**src/rtl/afe_ro_buf_reader.sv**
```systemverilog
// afe_ro_buf_reader: read-side master for the AFE readout sample SRAM.
// Drains a circular buffer region into a valid/ready stream via a 2-entry FIFO.
module afe_ro_buf_reader #(
   parameter int AFE_DATA_WIDTH = 32,
   parameter int ADDR_WIDTH     = 10
) (
   input  logic                      clk_i,
   input  logic                      rst_i,
   input  logic                      start_i,
   input  logic                      abort_i,
   input  logic [ADDR_WIDTH-1:0]     cfg_base_i,
   input  logic [ADDR_WIDTH:0]       cfg_size_i,
   input  logic [ADDR_WIDTH-1:0]     cfg_addr_i,
   input  logic [ADDR_WIDTH:0]       cfg_len_i,
   output logic                      busy_o,
   output logic                      done_o,
   output logic                      err_o,
   output logic [ADDR_WIDTH-1:0]     rd_ptr_o,
   output logic                      sram_cen_o,
   output logic                      sram_wen_o,
   output logic [ADDR_WIDTH-1:0]     sram_addr_o,
   input  logic [AFE_DATA_WIDTH-1:0] sram_data_i,
   output logic [AFE_DATA_WIDTH-1:0] data_o,
   output logic                      valid_o,
   input  logic                      ready_i
);

   typedef enum logic [1:0] {
      IDLE,
      RUN,
      DRAIN
   } state_t;

   localparam logic [ADDR_WIDTH:0]   LEN_ONE = {{ADDR_WIDTH{1'b0}}, 1'b1};
   localparam logic [ADDR_WIDTH-1:0] PTR_ONE = {{(ADDR_WIDTH-1){1'b0}}, 1'b1};
   localparam logic [ADDR_WIDTH+1:0] END_ONE = {{(ADDR_WIDTH+1){1'b0}}, 1'b1};
   localparam logic [ADDR_WIDTH+1:0] END_MAX = {2'b00, {ADDR_WIDTH{1'b1}}};

   state_t                    state;
   logic                      busy;
   logic                      done;
   logic                      err;
   logic [ADDR_WIDTH-1:0]     rd_ptr;
   logic [ADDR_WIDTH-1:0]     base;
   logic [ADDR_WIDTH-1:0]     last;
   logic [ADDR_WIDTH:0]       remaining;

   logic                      inflight;
   logic [1:0]                count;
   logic [AFE_DATA_WIDTH-1:0] head;
   logic [AFE_DATA_WIDTH-1:0] tail;

   logic [ADDR_WIDTH+1:0]     cfg_end;
   logic                      cfg_bad;
   logic                      pop;
   logic                      push;
   logic [1:0]                occ;
   logic                      credit;
   logic                      issue;
   logic                      kill;
   logic                      fin;
   logic [ADDR_WIDTH-1:0]     ptr_next;

   // Config check, credit-gated read issue and circular pointer advance
   always_comb begin
      cfg_end  = {2'b00, cfg_base_i} + {1'b0, cfg_size_i} - END_ONE;
      cfg_bad  = (cfg_size_i == '0)
               || (cfg_end > END_MAX)
               || (cfg_addr_i < cfg_base_i)
               || ({2'b00, cfg_addr_i} > cfg_end);
      pop      = (count != 2'd0) && ready_i;
      push     = inflight;
      occ      = count + {1'b0, inflight};
      credit   = (occ < 2'd2) || (pop && (occ == 2'd2));
      kill     = abort_i && busy;
      issue    = (state == RUN) && (remaining != '0) && credit
               && !abort_i && !rst_i;
      fin      = (state == DRAIN) && pop && (count == 2'd1) && !inflight;
      ptr_next = (rd_ptr == last) ? base : rd_ptr + PTR_ONE;
   end

   // Transfer control FSM with registered status outputs
   always_ff @(posedge clk_i) begin
      if (rst_i) begin
         state     <= IDLE;
         busy      <= 1'b0;
         done      <= 1'b0;
         err       <= 1'b0;
         rd_ptr    <= '0;
         base      <= '0;
         last      <= '0;
         remaining <= '0;
      end else begin
         done <= 1'b0;
         err  <= 1'b0;
         if (kill) begin
            state <= IDLE;
            busy  <= 1'b0;
         end else begin
            unique case (state)
               IDLE: begin
                  if (start_i) begin
                     if (cfg_bad) begin
                        err <= 1'b1;
                     end else if (cfg_len_i == '0) begin
                        done <= 1'b1;
                     end else begin
                        state     <= RUN;
                        busy      <= 1'b1;
                        rd_ptr    <= cfg_addr_i;
                        remaining <= cfg_len_i;
                        base      <= cfg_base_i;
                        last      <= cfg_end[ADDR_WIDTH-1:0];
                     end
                  end
               end
               RUN: begin
                  if (issue) begin
                     rd_ptr    <= ptr_next;
                     remaining <= remaining - LEN_ONE;
                     if (remaining == LEN_ONE) state <= DRAIN;
                  end
               end
               DRAIN: begin
                  if (fin) begin
                     state <= IDLE;
                     busy  <= 1'b0;
                     done  <= 1'b1;
                  end
               end
               default: state <= IDLE;
            endcase
         end
      end
   end

   // Read-latency capture and 2-entry output FIFO with registered head
   always_ff @(posedge clk_i) begin
      if (rst_i) begin
         inflight <= 1'b0;
         count    <= 2'd0;
         head     <= '0;
         tail     <= '0;
      end else if (kill) begin
         inflight <= 1'b0;
         count    <= 2'd0;
      end else begin
         inflight <= issue;
         unique case ({push, pop})
            2'b11: begin
               if (count == 2'd1) begin
                  head <= sram_data_i;
               end else begin
                  head <= tail;
                  tail <= sram_data_i;
               end
            end
            2'b10: begin
               if (count == 2'd0) head <= sram_data_i;
               else tail <= sram_data_i;
               count <= count + 2'd1;
            end
            2'b01: begin
               head  <= tail;
               count <= count - 2'd1;
            end
            default: ;
         endcase
      end
   end

   assign busy_o      = busy;
   assign done_o      = done;
   assign err_o       = err;
   assign rd_ptr_o    = rd_ptr;
   assign sram_cen_o  = ~issue;
   assign sram_wen_o  = 1'b1;
   assign sram_addr_o = rd_ptr;
   assign data_o      = head;
   assign valid_o     = (count != 2'd0);

endmodule

```
**config.mk**
```make
export PLATFORM = sky130hd
export DESIGN_NAME = afe_ro_buf_reader
export DESIGN_NICKNAME = d
export VERILOG_FILES = /design/src/rtl/afe_ro_buf_reader.sv
export SDC_FILE = /design/constraint.sdc
export NUM_CORES = 1
export LEC_CHECK = 0
export CORE_MARGIN = 4
export CORE_UTILIZATION = 50
export DETAILED_ROUTE_END_ITERATION = 16
export PLACE_DENSITY_LB_ADDON = 0.3
export SLEW_MARGIN = 10
export SYNTH_ARGS = -nofsm -noshare
export SYNTH_HDL_FRONTEND = slang
export SYNTH_SLANG_ARGS = --single-unit
```
**constraint.sdc**
```tcl
create_clock -name clk_i -period 11.2 [get_ports clk_i]
set_input_delay 1.12 -clock clk_i [delete_from_list [all_inputs] [get_ports clk_i]]
set_output_delay 1.12 -clock clk_i [all_outputs]
set_load 0.005 [all_outputs]
```
======== Yosys cells after proc, flatten, opt, wreduce, memory -nomap -nowiden ========
Index checks and enable logic that the tools add are counted.
storage, ports and cells
  flip-flop bits (word level) ............. 113
  output and inout bits ................... 58
operators by class
  add/sub/neg operators ................... 7
  magnitude comparators ................... 4
  equal/unequal tests ..................... 18
  mux-type cells .......................... 36
  bitwise operators ....................... 6
  reductions and logical operators ........ 36
operators by type and width
  kind                     number
  $mux W32                 4
  $pmux W32 S3             1
  $pmux W32 S2             1
  $mux W10                 5
  $mux W11                 4
  $logic_not A11 Y1        2
  $pmux W11 S2             1
  $pmux W10 S2             1
  $ne A2 B2 Y1 const B     8
  $add A10 B11 Y12         1
  $gt A10 B12 Y1           1
  $gt A12 B10 Y1 const B   1
  $mux W2                  6
  $reduce_and A6 Y1        2
  $sub A12 B1 Y12 const B  1
  $eq A11 B1 Y1 const B    1
  $reduce_bool A11 Y1      1
  $sub A11 B1 Y11 const B  1
  $add A10 B1 Y10 const B  1
  $eq A10 B10 Y1           1
  $logic_and A1 B1 Y1      10
  $lt A10 B10 Y1           1
  $reduce_and A5 Y1        2
  $reduce_bool A2 Y1       5
  20 further kinds         45

======== Logic depth before layout (Yosys ltp) ========
  depth in word-level cells ............... 9
  mapped depth ............................ 20
  depth with buffers taken out ............ 19

======== Worst setup path before layout ========
OpenSTA, ideal clock, no wires.
  path type ............................... input to register
  start point ............................. input port cfg_base_i[1]
  end point ............................... register rd_ptr[5], in the netlist rd_ptr_o[5]
  data arrival time ....................... 4.453 ns
  setup slack ............................. 6.620 ns
  stages .................................. 20
  buffers on the path ..................... 1
  cell sequence ........................... inv_1 ha_1 inv_1 ha_1 inv_1 fa_1 nand2b_1 a21o_1 nand2_1 xnor2_1 ha_1 nand4_1 nor2_1 a21oi_1 o41ai_1 maj3_1 a21oi_2 buf_2 mux2i_1 nor2_1
between the ends
  cells in the longest elaborated chain, start to end .. 8
RTL lines
  what                                    line  text
  from (decl)                             11    input logic [ADDR_WIDTH-1:0] cfg_base_i,
  $add A10 B11 Y12                        66    cfg_end = {2'b00, cfg_base_i} + {1'b0, cfg_size_i} - END_ONE;
  $sub A12 B1 Y12                         66
  $gt A12 B10 Y1                          68    || (cfg_end > END_MAX)
  $logic_or A1 B1 Y1                      68
  $logic_or A1 B1 Y1                      69    || (cfg_addr_i < cfg_base_i)
  $logic_or A1 B1 Y1 (*)                  70    || ({2'b00, cfg_addr_i} > cfg_end);
  $ne A2 B2 Y1 (no source line) (*)       --
  $reduce_and A6 Y1 (no source line) (*)  --
  to (signal assigned)                    110   rd_ptr <= cfg_addr_i;
  to (signal assigned)                    119   rd_ptr <= ptr_next;
  to (decl)                               43    logic [ADDR_WIDTH-1:0] rd_ptr;
Every way passes the cells marked *; elsewhere a longest branch is shown, timed or not.
A chain may end at the register's enable or synchronous reset.

======== Worst setup path in the final report ========
  start point ............................. input port cfg_base_i[1]
  end point ............................... register last[5]
between the ends
  cells in the longest elaborated chain, start to end .. 8
RTL lines
  what                                line  text
  $add A10 B11 Y12                    66
  $sub A12 B1 Y12                     66
  $gt A12 B10 Y1                      68
  $logic_or A1 B1 Y1                  68
  $logic_or A1 B1 Y1                  69
  $logic_or A1 B1 Y1                  70
  $not A1 Y1 (no source line)         --
  $reduce_and A5 Y1 (no source line)  --
  to (signal assigned)                113   last <= cfg_end[ADDR_WIDTH-1:0];
  to (decl)                           45    logic [ADDR_WIDTH-1:0] last;
Several ways; a longest one is shown, not always the timed one.

==> results.md <==
| Group | Metric | This run |
|---|---|---|
| worst setup path | Crit path buffers/inverters | 4 |
| floorplanning | Number of I/O pins | 137 |
| clock tree | Number of buffers inserted during clock tree synthesis | 17 |
| clock tree | Clock tree from TritonCTS | built |
| worst setup path | Worst path top cell family by delay | adder cells |
| worst hold path | Worst hold start | tail[23] |
| worst setup path | Timing startpoint of the critical path | cfg_base_i[1] |
| worst setup path | Largest stage delay on the critical path | 0.49 ns |
| worst setup path | Critical Path Sink | last[5] |
| synthesis | Proportion of synthesized area in mux cells | 7.88% |
| final layout | Area of all placed cells without fillers | 0.00866 mm² |
| sta | Maximum achievable frequency | 193 MHz |
| final layout | Flip-flop and latch area | 0.00226 mm² |
| clock tree | Sink Count | 113 |
| worst setup path | Worst r2r dst | data_o[20] |
| worst setup path | Reg-to-Reg Start | count[0] |
| worst hold path | Type of the tightest min-delay check | flop to flop |
| sta | Transition time at the pin with the least slew margin | 1.10 ns |
| synthesis | Adder and majority gate portion of the synthesized area | 9.13% |
| grt | Antenna violations before repair | 0 |
| synthesis | Simple logic cell fraction of the synthesized area | 17.7% |
| synthesis | Largest family of logic cells by synthesized area | compound AO/OA/AOI/OAI gates |
| detailed routing | Final ANT Viol Nets | 0 |
| floorplanning | Core footprint | 0.0132 mm² |
| floorplanning | Die Y-Extent | 124 µm |
| clock tree | CTS resizes | 0 |
| worst setup path | Worst r2r path cells | 10 |
| synthesis | Number of unique standard cell types used by synthesis | 56 |
| place | Number of buffer cells added on primary ports | 135 |
| sta | Final-layout setup total negative slack | 0 ns |
| worst setup path | Crit path required time | 11.52 ns |
| worst setup path | Critical Path Start Type | input pin |
| sta | Fin crit period | 5.19 ns |
| floorplanning | Initial Util | 51.1% |
| final layout | Number of filler instances in the final layout | 1,146 |
| detailed routing | Aggregate routed wire length | 18,300 µm |
| synthesis | Fraction of the mapped netlist area in compound gates | 20.6% |
| worst setup path | Slack of the worst reg-to-reg path | 8.09 ns |
| detailed routing | Post-DR wirelength/cell | 16.1 µm |
| synthesis | Cell types occupying the most area after synthesis | sky130_fd_sc_hd__dfxtp_1, sky130_fd_sc_hd__ha_1, sky130_fd_sc_hd__mux2i_1 |
| final layout | Share of final-layout standard cells stronger than drive strength 1 | 4.89% |
| place | Weighted congestion reported at the end of routability-driven placement | 0.887 |
| detailed routing | Total iterations of the first detailed-routing run | 5 |
| clock tree | Number of levels in the clock H-tree | 4 |
| synthesis | Post-Syn Nets | 979 |
| clock tree | CTS max path bufs | 2 |
| pwr | Pwr Density | 147 mW/mm² |
| sta | Number of slew-limit violations in the final report | 0 |
| synthesis | Part of the Yosys area used for sequential elements | 33.4% |
| worst setup path | Crit. path cell count | 19 |
| detailed routing | Via Count | 6,386 |
| sta | Final critical-path setup slack | 6.01 ns |
| final layout | Net count, final | 1,076 |
| grt | Overflow after GRT | 0 |
| grt | Number of global-route vias before repair | 5,919 |
| floorplanning | Rows | 42 |
| synthesis | Number of synthesis warnings | 0 |
| sta | Fraction of the cycle the final worst path needs | 46.3% |
| synthesis | Top_reg_cell synth | sky130_fd_sc_hd__dfxtp_1 |
| sta | Setup-failing EPs final | 0 |
| synthesis | Largest area contributor in the synthesized netlist | sky130_fd_sc_hd__dfxtp_1 |
| grt | Total routing usage reported by global routing | 23.0% |
| synthesis | Cells after synthesis | 852 |
| detailed routing | Count of unresolved DRC violations after routing | 0 |
| synthesis | Synth Area per Inst | 7.94 µm² |
| pwr | Leakage power figure | 0.00354 µW |
| clock tree | Clock edge transition at the registers on the reported setup and hold paths | 0.06 ns |
| detailed routing | Vias per cell | 5.61 |
| floorplanning | DIE WIDTH | 124 µm |
| floorplanning | Area of the die | 0.0155 mm² |
| pwr | IR Drop Worst-Case VDD | 0.000125 V |
| clock tree | Hold-fix buffer count after cts | 0 |
| worst setup path | Data arrival time of the critical path | 5.51 ns |
| worst setup path | Crit-path max FO | 26 |
| job | Maximum Capacitance Violations | 0 |
| final layout | Most frequent cells in the layout | sky130_fd_sc_hd__clkdlybuf4s50_1, sky130_fd_sc_hd__dfxtp_1, sky130_fd_sc_hd__nand2_1 |
| sta | Final-report hold violation count | 0 |
| final layout | Number of antenna repair diodes | 0 |
| place | Half-perimeter wire length after detailed placement | 12,500 µm |
| clock tree | Total setup buffers inserted after CTS | 0 |
| sta | Setup repair after global routing missed its margin | no |
| run status | Run status | finished, final reports clean |
| synthesis | Register bit total from synthesis | 113 |
| grt | Maximum number of pins on one net before global-route repair | 108 |
| place | Pre-CTS worst setup slack | 5.64 ns |
| synthesis | Top-area cell type share of the netlist area | 33.4% |
| synthesis | Synth async-reset ratio | 0% |
| final layout | Synth-to-layout area growth | 28.0% |
| grt | Wire length of the first global-routing pass | 29,700 µm |
| worst setup path | Endpoint type of the worst setup path | flop |
| place | Placed instance area | 0.00809 mm² |
| clock tree | Root Buffer Master | sky130_fd_sc_hd__clkbuf_16 |
| detailed routing | First DRT Iteration DRCs | 633 |
| final layout | Area used by multi-input combinational logic | 0.00400 mm² |
| clock tree | Clk Latency, worst-skew pair | 0.41 ns |
| synthesis | Number of synthesized flops with an enable pin | 0 |
| sta | Remaining max-slew budget at the tightest pin | 26.9% |
| sta | Final clock skew | 0.0117 ns |
| worst setup path | CP Class | input pin to flop |
| worst setup path | Crit path cell chain | clkdlybuf4s50_1 -> inv_1 -> ha_1 -> inv_1 -> ha_1 -> inv_1 -> fa_1 -> nand2b_1 -> nand2b_1 -> a21oi_1 -> xor2_1 -> ha_1 -> a211oi_1 -> nor2_1 -> o41ai_1 -> maj3_1 -> nand2_2 -> or2_2 -> a21oi_1 |
| final layout | Most common cell after layout, fill and taps aside | sky130_fd_sc_hd__clkdlybuf4s50_1 |
| worst setup path | Master of the slowest instance on the critical path | sky130_fd_sc_hd__clkdlybuf4s50_1 |
| synthesis | Cell Area, Synth | 0.00677 mm² |
| synthesis | XOR/XNOR share of the synthesized area | 3.62% |
## power by group
part	switching [µW]	internal [µW]	total [µW]
registers	13.7	419	433
clock network	187	331	519
logic	177	143	319
## state kept, by name, indices dropped and copies added (netlist names)
name / flops
inflight: 1
done_o: 1
remaining: 11
busy_o: 1
count: 2
data_o: 32
tail: 32
err_o: 1
state: 2
base: 10
rd_ptr_o: 10
last: 10
## cells in the mapped netlist, types with 2 or more instances
cell and number:
sky130_fd_sc_hd__or4_1 2, sky130_fd_sc_hd__o211ai_1 5, sky130_fd_sc_hd__buf_2 3, sky130_fd_sc_hd__o31a_1 2, sky130_fd_sc_hd__mux2_2 2, sky130_fd_sc_hd__nand4_1 6
sky130_fd_sc_hd__ha_1 47, sky130_fd_sc_hd__o21ai_0 33, sky130_fd_sc_hd__mux2i_1 51, sky130_fd_sc_hd__and2_1 3, sky130_fd_sc_hd__nor2_1 84, sky130_fd_sc_hd__a31oi_1 3
sky130_fd_sc_hd__xnor2_1 8, sky130_fd_sc_hd__nor3_1 18, sky130_fd_sc_hd__a21oi_1 84, sky130_fd_sc_hd__nand2_1 109, sky130_fd_sc_hd__clkbuf_1 46, sky130_fd_sc_hd__buf_4 12
sky130_fd_sc_hd__dfxtp_1 113, sky130_fd_sc_hd__a21o_1 6, sky130_fd_sc_hd__nor3b_1 2, sky130_fd_sc_hd__xor2_1 20, sky130_fd_sc_hd__a211o_1 5, sky130_fd_sc_hd__nand2b_1 6
sky130_fd_sc_hd__or3_1 4, sky130_fd_sc_hd__and3_1 6, sky130_fd_sc_hd__nor2b_1 4, sky130_fd_sc_hd__o31ai_1 3, sky130_fd_sc_hd__a221oi_1 34, sky130_fd_sc_hd__nor4_1 7
sky130_fd_sc_hd__or2_2 4, sky130_fd_sc_hd__a211oi_1 27, sky130_fd_sc_hd__nand3_1 12, sky130_fd_sc_hd__inv_1 59
## metrics by stage
step	hold slack [ns]	cells	util (%)	power [µW]
after global placement	0.442	1106	61.1	751
after global routing	0.470	1138	65.4	1340
after CTS	0.455	1138	65.4	1280
final	0.454	1138	65.4	1270
after floorplan	0.436	852	-	650
after detailed placement	0.447	1106	61.1	757
## final cells by class
cell class                 instances  share of cell area [%]
timing repair buffer             141                    16.1
sequential                       113                    26.1
inverter                          59                    2.56
clock buffer                      22                    5.24
tap                              176                    2.54
clock inverter                    10                    1.29
multi-input combinational        617                    46.1
## routing by layer
layer  track usage [%]  vias up  wire [µm]
met3              5.36       22       1170
met5                 0        -          0
met1              31.5     2958       8510
met2              36.7      225       8400
met4              6.06        0        232
li1                  -     3181          -
## cell families after synthesis
| family | after synthesis |
|---|---|
| muxes | 53 |
| buffers and inverters | 122 |
| and+or+nand+nor | 272 |
| DFF | 113 |
| adders and majority gates | 49 |
| other | 1 |
| xor gates and xnor gates | 28 |
| AOI/OAI and AO/OA | 214 |
## how the worst min path moves through the flow
stage | slack (ns) | depth (start not counted) | endpoint
2_1_floorplan | 0.44 | 2 | tail[20]
3_3_place_gp | 0.44 | 2 | tail[21]
3_5_place_dp | 0.45 | 2 | tail[23]
4_1_cts | 0.45 | 2 | tail[23]
5_1_grt | 0.47 | 2 | tail[23]
6_report | 0.45 | 2 | tail[23]
## worst reg2reg max path, stage by stage, from the launching register on
cell	delay, ns
sky130_fd_sc_hd__dfxtp_1	0.40
sky130_fd_sc_hd__inv_1	0.06
sky130_fd_sc_hd__ha_1	0.21
sky130_fd_sc_hd__inv_1	0.09
sky130_fd_sc_hd__nand2_1	0.12
sky130_fd_sc_hd__inv_1	0.13
sky130_fd_sc_hd__ha_1	0.79
sky130_fd_sc_hd__inv_1	0.09
sky130_fd_sc_hd__mux2i_1	0.72
sky130_fd_sc_hd__a221oi_1	0.20
sky130_fd_sc_hd__nor3_1	0.21
(Power assumes the default switching activity.)
